==> src/rtl/addsub_pipe.sv <==
// addsub_pipe: pipelined two's-complement adder/subtractor.
// Operands are cut into STAGES slices of SW = WIDTH/STAGES bits. Each stage
// resolves one slice, and the carry ripples from stage to stage. The untouched
// upper operand slices travel with the beat. The finished lower result slices
// also travel with it, so every slice of the result leaves the pipe together.
// The output side uses valid/ready. A stalled output freezes the whole pipe.
// Optional build macro ADDSUB_SAT_EN: on signed overflow, sum clamps to the
// signed limit on the side of A's sign. carry and overflow still report the
// unsaturated result.
module addsub_pipe #(
  parameter int WIDTH  = 16,
  parameter int STAGES = 4
) (
  input  logic             clk,
  input  logic             rst_n,
  input  logic             in_valid,
  output logic             in_ready,
  input  logic [WIDTH-1:0] a,
  input  logic [WIDTH-1:0] b,
  input  logic             sel,
  output logic             out_valid,
  input  logic             out_ready,
  output logic [WIDTH-1:0] sum,
  output logic             carry,
  output logic             overflow
);

  localparam int SW   = WIDTH / STAGES;
  localparam int LAST = STAGES - 1;

  // Per-stage registers. b_r holds effective B (already inverted for subtract),
  // so sel needs no separate alignment register.
  logic             vld   [STAGES];
  logic [WIDTH-1:0] a_r   [STAGES];
  logic [WIDTH-1:0] b_r   [STAGES];
  logic [WIDTH-1:0] s_r   [STAGES];
  logic             c_r   [STAGES];

  logic             v_src [STAGES];
  logic [WIDTH-1:0] a_src [STAGES];
  logic [WIDTH-1:0] b_src [STAGES];
  logic [WIDTH-1:0] s_src [STAGES];
  logic             c_src [STAGES];

  logic [WIDTH-1:0] s_nxt [STAGES];
  logic             c_nxt [STAGES];

  logic             stall;
  logic             ovf_raw;

  assign out_valid = vld[LAST];
  assign stall     = vld[LAST] && !out_ready;
  assign in_ready  = !stall;

  // Stage inputs: stage 0 takes the operands, later stages take the previous stage
  always_comb begin
    for (int k = 0; k < STAGES; k++) begin
      v_src[k] = 1'b0;
      a_src[k] = '0;
      b_src[k] = '0;
      s_src[k] = '0;
      c_src[k] = 1'b0;
    end
    v_src[0] = in_valid;
    a_src[0] = a;
    b_src[0] = sel ? ~b : b;
    s_src[0] = '0;
    c_src[0] = sel;
    for (int k = 1; k < STAGES; k++) begin
      v_src[k] = vld[k-1];
      a_src[k] = a_r[k-1];
      b_src[k] = b_r[k-1];
      s_src[k] = s_r[k-1];
      c_src[k] = c_r[k-1];
    end
  end

  // Slice adders: stage k resolves slice k and keeps the lower slices done so far
  always_comb begin
    logic [SW:0] part;
    part = '0;
    for (int k = 0; k < STAGES; k++) begin
      s_nxt[k] = '0;
      c_nxt[k] = 1'b0;
    end
    for (int k = 0; k < STAGES; k++) begin
      part = {1'b0, a_src[k][k*SW +: SW]} + {1'b0, b_src[k][k*SW +: SW]}
           + {{SW{1'b0}}, c_src[k]};
      s_nxt[k] = s_src[k];
      s_nxt[k][k*SW +: SW] = part[SW-1:0];
      c_nxt[k] = part[SW];
    end
  end

  // Pipeline registers: every stage advances together unless the output is stalled
  always_ff @(posedge clk or negedge rst_n) begin
    if (!rst_n) begin
      for (int k = 0; k < STAGES; k++) begin
        vld[k] <= 1'b0;
        a_r[k] <= '0;
        b_r[k] <= '0;
        s_r[k] <= '0;
        c_r[k] <= 1'b0;
      end
    end else if (!stall) begin
      for (int k = 0; k < STAGES; k++) begin
        vld[k] <= v_src[k];
        a_r[k] <= a_src[k];
        b_r[k] <= b_src[k];
        s_r[k] <= s_nxt[k];
        c_r[k] <= c_nxt[k];
      end
    end
  end

  // The sign-based overflow flag works on effective B, so one form serves both add and sub
  assign ovf_raw  = (a_r[LAST][WIDTH-1] == b_r[LAST][WIDTH-1]) &&
                    (s_r[LAST][WIDTH-1] != a_r[LAST][WIDTH-1]);
  assign overflow = ovf_raw;
  assign carry    = c_r[LAST];

`ifdef ADDSUB_SAT_EN
  assign sum = !ovf_raw ? s_r[LAST] :
               (a_r[LAST][WIDTH-1] ? {1'b1, {(WIDTH-1){1'b0}}}
                                   : {1'b0, {(WIDTH-1){1'b1}}});
`else
  assign sum = s_r[LAST];
`endif

endmodule

==> config.mk <==
export PLATFORM = sky130hd
export DESIGN_NAME = addsub_pipe
export DESIGN_NICKNAME = d
export VERILOG_FILES = /design/src/rtl/addsub_pipe.sv
export SDC_FILE = /design/constraint.sdc
export NUM_CORES = 1
export LEC_CHECK = 0
export CORE_MARGIN = 2
export CORE_UTILIZATION = 49
export DETAILED_ROUTE_END_ITERATION = 10
export HOLD_SLACK_MARGIN = 0.12
export MAX_ROUTING_LAYER = met4
export PLACE_DENSITY = 0.75
export SETUP_SLACK_MARGIN = 0.02
export SKIP_CTS_REPAIR_TIMING = 1
export SLEW_MARGIN = 20
export SYNTH_ARGS = -nofsm -noshare
export SYNTH_HDL_FRONTEND = slang
export SYNTH_SLANG_ARGS = --single-unit
export TNS_END_PERCENT = 10
==> constraint.sdc <==
create_clock -name clk -period 1.81 [get_ports clk]
set_clock_uncertainty 0.2 [all_clocks]
set_input_delay 0.362 -clock clk [delete_from_list [all_inputs] [get_ports clk]]
set_output_delay 0.362 -clock clk [all_outputs]
set_load 0.05 [all_outputs]
==> results of run 1 <==
cell usage after synthesis (2+ instances only):
cell type  instances  area share [%]
buf_1              6            0.53
buf_2              9             1.1
nor2b_1            4            0.58
nand2_1          220              19
ha_1              12             3.5
clkbuf_1           7            0.61
a21o_1             5            0.88
o21ai_0           29             3.4
xnor2_1           14             2.9
nor2_1             9            0.79
dfrtp_1           98              57
xor2_1             7             1.4
fa_1               7             3.3
inv_1             11            0.96
mux2_4             2            0.70
a21oi_1           10             1.2
worst min-delay path by stage:
stage	start	slack (ns)	endpoint
finish	rst_n	0.19	b_r[40]
global route	rst_n	0.19	s_nxt[20]
CTS	rst_n	-0.35	s_nxt[20]
detailed placement	rst_n	0.05	s_nxt[20]
global placement	rst_n	0.05	s_nxt[20]
floorplan	rst_n	-0.13	a_r[15]
metal layers:
| metal | track usage (%) | vias up | routed length, um |
|---|---|---|---|
| met3 | 4.17 | 18 | 281 |
| li1 | - | 1567 | - |
| met4 | 7.80 | 0 | 210 |
| met2 | 30.6 | 67 | 4160 |
| met1 | 23.8 | 1466 | 3720 |
| met5 | - | - | 0 |
metrics by stage:
step                instances  setup slack (ns)  total power [mW]
finish                    644           -0.0524              9.62
global route              644            -0.105              10.3
CTS                       641            -0.311              9.54
detailed placement        625            -0.691              8.06
global placement          625            -0.575              7.87
floorplan                 458            -0.288              6.34
worst register-to-register path: stages (launching register included):
cell and delay, ns:
dfrtp_1 0.41, fa_2 0.42, fa_2 0.35, a21o_1 0.18
a21oi_2 0.13, a21oi_1 0.07
kinds of logic after synthesis:
kind of cell    count (synthesis)
simple gates                  236
xor+xnor                       21
fa+ha+maj                      19
buf+inv                        34
flops                          98
mux                             2
compound gates                 48
state kept, by name, indices dropped and copies added, names as in the netlist:
signal     count
sum           16
s_nxt         24
a_r           25
v_src          3
carry          1
b_r           25
out_valid      1
c_r            3
report_power, final:
group          switching, mW  internal (mW)  leakage (nW)
clock                  0.749          0.713        0.0986
sequential             0.617           3.16          1.18
combinational           2.44           1.94          1.52
placed cells by master, fill, tap and decap left out, drive strengths merged:
cell type,Yosys,layout
buf,16,49
a21o,5,5
a211oi,1,1
a21oi,10,10
clkinvlp,0,2
fa,7,7
and2,1,1
bufinv,0,1
dlygate4sd3,0,1
o21ai,29,29
a31o,1,1
dlymetal6s2s,0,5
ha,12,12
inv,11,11
nand2,220,220
xor2,7,7
clkinv,0,1
o21a,1,1
nand2b,1,1
or3,1,1
nor2,9,9
a31oi,1,1
clkbuf,7,13
dfrtp,98,98
xnor2,14,14
nor2b,4,4
mux2,2,2
clkdlybuf4s50,0,29
cell type report:
type	count	share of cell area, %
clock buffer	12	2.80
multi-input combinational	326	31.8
timing repair buffer	85	17.0
inverter	11	0.791
clock inverter	4	0.905
sequential	98	44.3
tap	108	2.44
==> results.yml, run 1 <==
status:
  status: "complete, but fails checks"
  violations: "negative setup slack"
cts:
  cts_buffers: 9
  clk_latency_ns: 0.37
  cts.sinks: 98
  clock_path_buffers: 2
  cts_tree: "done"
  clkTransAtPathRegs_ns: 0.09
  cts_root_buf: "clkbuf_8"
  htree_levels: 3
global_route:
  antenna_found_initial: 0
  grt_pass1_vias: 3157
  grt_first_pass_wirelength_mm: 14.2
  grt_usage_pct: 19.1
  overflow: 0
  grt_max_degree: 44
setup_path:
  crit_path_start_kind: "register"
  cp-startpoint: "c_r[1]"
  r2r_start: "c_r[1]"
  cp_top_family: "adder cells"
  path_buf_inv: 0
  critPathMostFrequentCell: "fa_2"
  critical-path-max-stage-delay_ns: 0.42
  crit_type: "reg2reg"
  cp_num_cells: 5
  crit_chain: "fa_2, fa_2, a21o_1, a21oi_2, a21oi_1"
  endpoint: "carry"
  crit_path_max_fanout: 2
  critPathSlowestCell: "fa_2"
  critPathArrivalTime_ns: 1.92
  regToRegSetupSlack_ns: -0.05
  cp_data_required_time_ns: 1.87
  r2r_end: "carry"
  ff2ff_path_depth: 5
  end_kind: "register"
die:
  rows: 34
  core_sq_mm: 0.00859
  start_util_pct: 49.9
  die-area_sq_mm: 0.00951
  fp.dieW_um: 97.5
  chipHeight_um: 97.5
  ios: 57
route:
  totalWireLength_mm: 8.37
  vias: 3118
  vias_per_cell: 4.84
  ant_nets: 0
  drtIter0Drc: 83
  route.detailed.drc: 0
  wl_per_cell_um: 13.0
  drtPass1Iterations: 4
placement:
  portBuffers: 56
  place_congestion: 0.789
  hpwl_mm: 5.96
  postPlaceCellArea_sq_mm: 0.00523
synthesis:
  synth_area_sq_mm: 0.00428
  synth-seq-cells: 98
  synth_edf_count: 0
  synth_top_family_by_area: "simple AND/OR/NAND/NOR gates"
  yosysSeqAreaShare_pct: 57.2
  synth-xor-area-share_pct: 4.29
  syn_avg_cell_area_sq_um: 9.35
  synth_fp_nets: 514
  ys_types: 24
  synth-simple-area-share_pct: 21.1
  synth-compound-area-share_pct: 6.48
  ys.flop_type: "dfrtp_1"
  synth_cells: 458
  synthAdderAreaFrac_pct: 6.78
  muxShareOfSynthArea_pct: 0.701
  yosys_warnings: 0
  postSynth.asyncResetShare_pct: 100
run:
  maxCapViolCount: 0
power_and_ir_drop:
  p_per_area_mw_per_mm2: 1740
  ir_drop_uv: 997
  p_leak_nw: 2.80
finish:
  post-route-util_pct: 64.4
  n_fill_cell: 706
  nets: 587
  diodes: 0
  syn2layout_area_growth_pct: 29.1
  drive_gt1_share_pct: 16.0
  regArea_sq_mm: 0.00245
  multi_input_area_sq_mm: 0.00176
  fin_area_sq_mm: 0.00553
timing:
  rsz0062_at_grt: "yes"
  tns_ns: -0.0871
  fin_ws_ns: -0.0524
  period_needed_ns: 1.86
  period_share_pct: 103
  relSlewSlack_pct: 82.6
  setup_violations: 3
  slew_violations: 0
  hold_viol: 0
  fmax_mhz: 537
  worstMarginPinSlew_ns: 0.261
  timing.hold.ws_ns: 0.195
hold_path:
  hp-class: "in2async"
No activity file was read; power rests on OpenSTA's default activity.
==> inputs of run 2 (changes only) <==
- clock period: 1.81 -> 1.5 ns (I/O delays scaled with it)
==> run 2 against run 1 <==
Against the previous run:
- the run still ends with negative setup slack left
- combinational power grew 31%
- non-clock buffer count rose by 8
- highest routed layer unchanged
- sequential power increased by 23%
- hold slack worse by 0.069 ns
- largest power group unchanged
- design area up 3.6%
- utilization is 2.3 points higher
- first-iteration DRC count grew 88%
==> results.yml, run 2 (synthesized netlist as in run 1, its figures left out) <==
route:
  totalWireLength_mm: 8.50
  vias: 3163
  route.detailed.drc: 0
  ant_nets: 0
  drtIter0Drc: 156
  wl_per_cell_um: 13.0
  drtPass1Iterations: 4
  vias_per_cell: 4.85
die:
  ios: 57
  start_util_pct: 49.9
  rows: 34
  die-area_sq_mm: 0.00951
  core_sq_mm: 0.00859
  fp.dieW_um: 97.5
  chipHeight_um: 97.5
global_route:
  overflow: 0
  grt_max_degree: 34
  grt_first_pass_wirelength_mm: 14.6
  antenna_found_initial: 0
  grt_usage_pct: 19.6
  grt_pass1_vias: 3098
cts:
  clkTransAtPathRegs_ns: 0.09
  cts_root_buf: "clkbuf_8"
  cts_tree: "done"
  clock_path_buffers: 2
  cts_buffers: 9
  clk_latency_ns: 0.36
  htree_levels: 3
  cts.sinks: 98
setup_path:
  cp_top_family: "adder cells"
  crit_type: "reg2reg"
  crit_chain: "fa_2, fa_2, a21o_1, a21oi_2, a21oi_1"
  path_buf_inv: 0
  critPathArrivalTime_ns: 1.96
  end_kind: "register"
  crit_path_start_kind: "register"
  critPathSlowestCell: "fa_2"
  cp_data_required_time_ns: 1.54
  critical-path-max-stage-delay_ns: 0.42
  critPathMostFrequentCell: "fa_2"
  crit_path_max_fanout: 2
finish:
  nets: 595
  final_cell_mix: "220 x nand2_1, 96 x dfrtp_1, 28 x buf_12"
  drive_gt1_share_pct: 18.8
  post-route-util_pct: 66.7
  layoutNonFillerInstCount: 652
  diodes: 0
  layout_commonest_cell: "nand2_1"
  syn2layout_area_growth_pct: 33.7
timing:
  fmax_mhz: 520
  timing.hold.ws_ns: 0.126
  hold_viol: 0
  period_needed_ns: 1.92
  worstMarginPinSlew_ns: 0.388
  period_share_pct: 128
  relSlewSlack_pct: 74.2
  fin_ws_ns: -0.424
  slew_violations: 0
  setup_violations: 16
  rsz0062_at_grt: "yes"
status:
  violations: "negative setup slack"
  status: "complete, but fails checks"
placement:
  place_congestion: 0.799
  dp_cells: 635
  portBuffers: 56
  hpwl_mm: 6.01
hold_path:
  hp-class: "in2reg"
run:
  maxCapViolCount: 0
power_and_ir_drop:
  ir_drop_uv: 1040
  p_leak_nw: 2.88
  p_per_area_mw_per_mm2: 2090
==> run 2: cell count changes in the layout (fill, tap and decap cells not counted), sizes merged <==
cell,previous run,this run
clkinvlp,2,3
buf,49,59
inv,11,12
bufinv,1,0
clkdlybuf4s50,29,27
clkbuf,13,12
==> run 2: worst paths after layout <==
kind	start	to	slack (ns)	depth (start not counted)
max	c_r[1]	carry	-0.42	5
min	b[0]	s_nxt[32]	0.13	4
max reg2reg	c_r[1]	carry	-0.42	5
min reg2reg	v_src[0]	v_src[0]	0.27	2
max in group asynchronous	rst_n	a_r[45]	0.40	3
min in group asynchronous	rst_n	s_nxt[1]	0.20	2
==> run 2: worst reg2reg max path: stages, from the launching register on <==
cell and delay [ns]:
dfrtp_1 0.41, fa_2 0.42, fa_2 0.37, a21o_1 0.19, a21oi_2 0.13, a21oi_1 0.08
==> run 2: layout make-up <==
cell class | instances | area [sq um]
clock buffers | 11 | 151
flip-flops and latches | 98 | 2450
clock inverters | 5 | 36.3
multi-input cells | 326 | 1750
repair buffers | 93 | 1160
well taps | 108 | 135
inverters | 11 | 41.3
fillers | 675 | 2860
==> run 2: metrics by stage <==
stage	worst slack, ns	total power, mW	cell area [sq um]	setup TNS [ns]
final	-0.424	12.0	5730	-3.57
after global routing	-0.497	12.9	5730	-4.54
after CTS	-0.566	11.8	5650	-6.15
after detailed placement	-0.946	10.2	5460	-26.46
after global placement	-0.849	9.93	5460	-24.62
after floorplan	-0.536	7.69	4330	-13.76
==> run 2: report_power, final <==
part	internal (mW)	total [mW]	switching, mW
logic	2.74	5.73	3.00
registers	3.82	4.64	0.816
clock network	0.697	1.61	0.916
total	7.26	12.0	4.73
==> run 2: metal layers <==
| layer | global-route usage (%) | part of all wire, % | vias up |
|---|---|---|---|
| met1 | 27.0 | 46 | 1502 |
| li1 | - | - | 1587 |
| met2 | 30.2 | 49 | 61 |
| met5 | - | 0 | - |
| met3 | 2.95 | 3.2 | 13 |
| met4 | 6.41 | 1.8 | 0 |
==> inputs of run 3 (changes only) <==
- CORE_UTILIZATION: 49 -> 51
- CTS_BUF_LIST: default -> sky130_fd_sc_hd__clkbuf_2 sky130_fd_sc_hd__clkbuf_4 sky130_fd_sc_hd__clkbuf_8
- PLACE_DENSITY: 0.75 -> 0.78
- SKIP_CTS_REPAIR_TIMING: 1 -> default
==> run 3 against run 2 <==
Against the previous run:
- the flow still finishes with violations (negative setup slack)
- flip-flop and latch count did not move
- die area fell by 3.8%
- first-iteration DRC count rose by 1.9%
- largest cell class unchanged
==> results.yml, run 3 (synthesized netlist as in run 1, its figures left out) <==
timing:
  fmax_mhz: 533
  period_needed_ns: 1.88
  timing.hold.ws_ns: 0.182
  period_share_pct: 125
  fin_ws_ns: -0.376
  slew_violations: 0
  worstMarginPinSlew_ns: 0.331
  tns_ns: -3.90
  relSlewSlack_pct: 77.9
  rsz0062_at_grt: "yes"
  setup_violations: 18
  hold_viol: 0
power_and_ir_drop:
  p_per_area_mw_per_mm2: 2170
  p_leak_nw: 2.87
  pwr-share-comb_pct: 47.1
  internal-power_mw: 7.79
  seq_power_share_pct: 36.9
  pwr-share-clk_pct: 16.0
  switchingPower_mw: 4.78
  ir_drop_uv: 1320
  power_mw: 12.6
  swShare_pct: 38.0
setup_path:
  cp-startpoint: "a_r[28]"
  critPathArrivalTime_ns: 1.92
  critPathSlowestCell: "dfrtp_1"
  regToRegSetupSlack_ns: -0.38
  crit_chain: "fa_2, fa_2, a21o_1, a21oi_2, a21oi_1"
  r2r_start: "a_r[28]"
  ff2ff_path_depth: 5
  path_buf_inv: 0
  crit_path_max_fanout: 2
  crit_type: "reg2reg"
  endpoint: "carry"
  end_kind: "register"
  r2r_end: "carry"
  cp_data_required_time_ns: 1.55
  critPathMostFrequentCell: "fa_2"
  cp_top_family: "adder cells"
  critical-path-max-stage-delay_ns: 0.42
  crit_path_start_kind: "register"
  cp_num_cells: 5
finish:
  diodes: 0
  syn2layout_area_growth_pct: 35.2
  fin_area_sq_mm: 0.00579
  layoutNonFillerInstCount: 646
  final_cell_mix: "220 x nand2_1, 97 x dfrtp_1, 30 x clkdlybuf4s50_1, 30 x buf_12, 21 x o21ai_0"
  post-route-util_pct: 70.9
  drive_gt1_share_pct: 18.3
  nets: 593
  layout_commonest_cell: "nand2_1"
cts:
  cts_buffers: 9
  cts.sinks: 98
  clock_path_buffers: 2
  post_cts_buffers: 0
  clkTransAtPathRegs_ns: 0.10
  htree_levels: 3
  clk_latency_ns: 0.36
  cts_root_buf: "clkbuf_8"
  cts_tree: "done"
die:
  rows: 33
  ios: 57
  core_sq_mm: 0.00818
  start_util_pct: 52.4
  die-area_sq_mm: 0.00915
  chipHeight_um: 95.7
  fp.dieW_um: 95.7
global_route:
  grt_usage_pct: 21.0
  grt_pass1_vias: 3262
  antenna_found_initial: 0
  grt_first_pass_wirelength_mm: 14.4
  grt_max_degree: 42
  overflow: 0
placement:
  place_congestion: 0.733
  hpwl_mm: 5.95
  portBuffers: 56
  dp_slack_ns: -0.935
  postPlaceCellArea_sq_mm: 0.00548
  dp_cells: 630
route:
  vias: 3211
  route.detailed.drc: 0
  vias_per_cell: 4.97
  wl_per_cell_um: 13.1
  drtIter0Drc: 159
  ant_nets: 0
  totalWireLength_mm: 8.49
  drtPass1Iterations: 4
status:
  violations: "negative setup slack"
  status: "complete, but fails checks"
hold_path:
  hp-class: "in2async"
run:
  maxCapViolCount: 0
==> run 3: changes by cell type in the layout (fill, tap and decap cells not counted), moves of 2 or more <==
cell / delta
clkbuf_8: -2
clkdlybuf4s50_1: +3
dlygate4sd2_1: +4
buf_12: +2
buf_4: -5
dlymetal6s2s_1: -5
bufinv_16: +3
==> run 3: worst reg2reg max path, cell delays in order, from the launching register on <==
cell,delay (ns)
dfrtp_1,0.42
fa_2,0.42
fa_2,0.38
a21o_1,0.18
a21oi_2,0.10
a21oi_1,0.07
==> run 3: metal layers <==
layer	GRT usage (%)	routed length, um
met5	-	0
met4	9.88	201
met3	3.24	294
met2	35.0	4380
met1	25.0	3610
==> run 3: final cells by class <==
cell class                      instances  area [sq um]
Clock buffer                            9           124
Clock inverter                          6           114
Fill cell                             582          2380
Inverter                               11          41.3
Multi-Input combinational cell        326          1770
Sequential cell                        98          2450
Tap cell                              105           131
Timing Repair Buffer                   91          1160
==> run 3: power by group through the flow <==
| stage | clock, mW | sequential (mW) | combinational (mW) |
|---|---|---|---|
| 6_report | 2.02 | 4.63 | 5.92 |
| 5_1_grt | 2.12 | 4.78 | 6.48 |
| 4_1_cts | 2.04 | 4.64 | 5.80 |
| 3_5_place_dp | 0 | 4.68 | 5.59 |
| 3_3_place_gp | 0 | 4.61 | 5.39 |
| 2_1_floorplan | 0 | 5.23 | 2.46 |
==> run 3: timing repair <==
item,in CTS,in global routing
setup endpoints to repair,19,37
hold buffers,1,0
resized for setup,23,12
endpoints found under the hold margin,98,0
pin swaps,12,6
==> run 3: worst min path at each step <==
stage	from	endpoint	slack (ns)	cells after the start
floorplan	rst_n	a_r[15]	-0.20	0
global placement	rst_n	v_src[2]	0.02	1
detailed placement	rst_n	v_src[0]	0.02	1
CTS	rst_n	v_src[0]	0.18	2
global route	rst_n	v_src[2]	0.21	2
finish	rst_n	a_r[63]	0.18	2
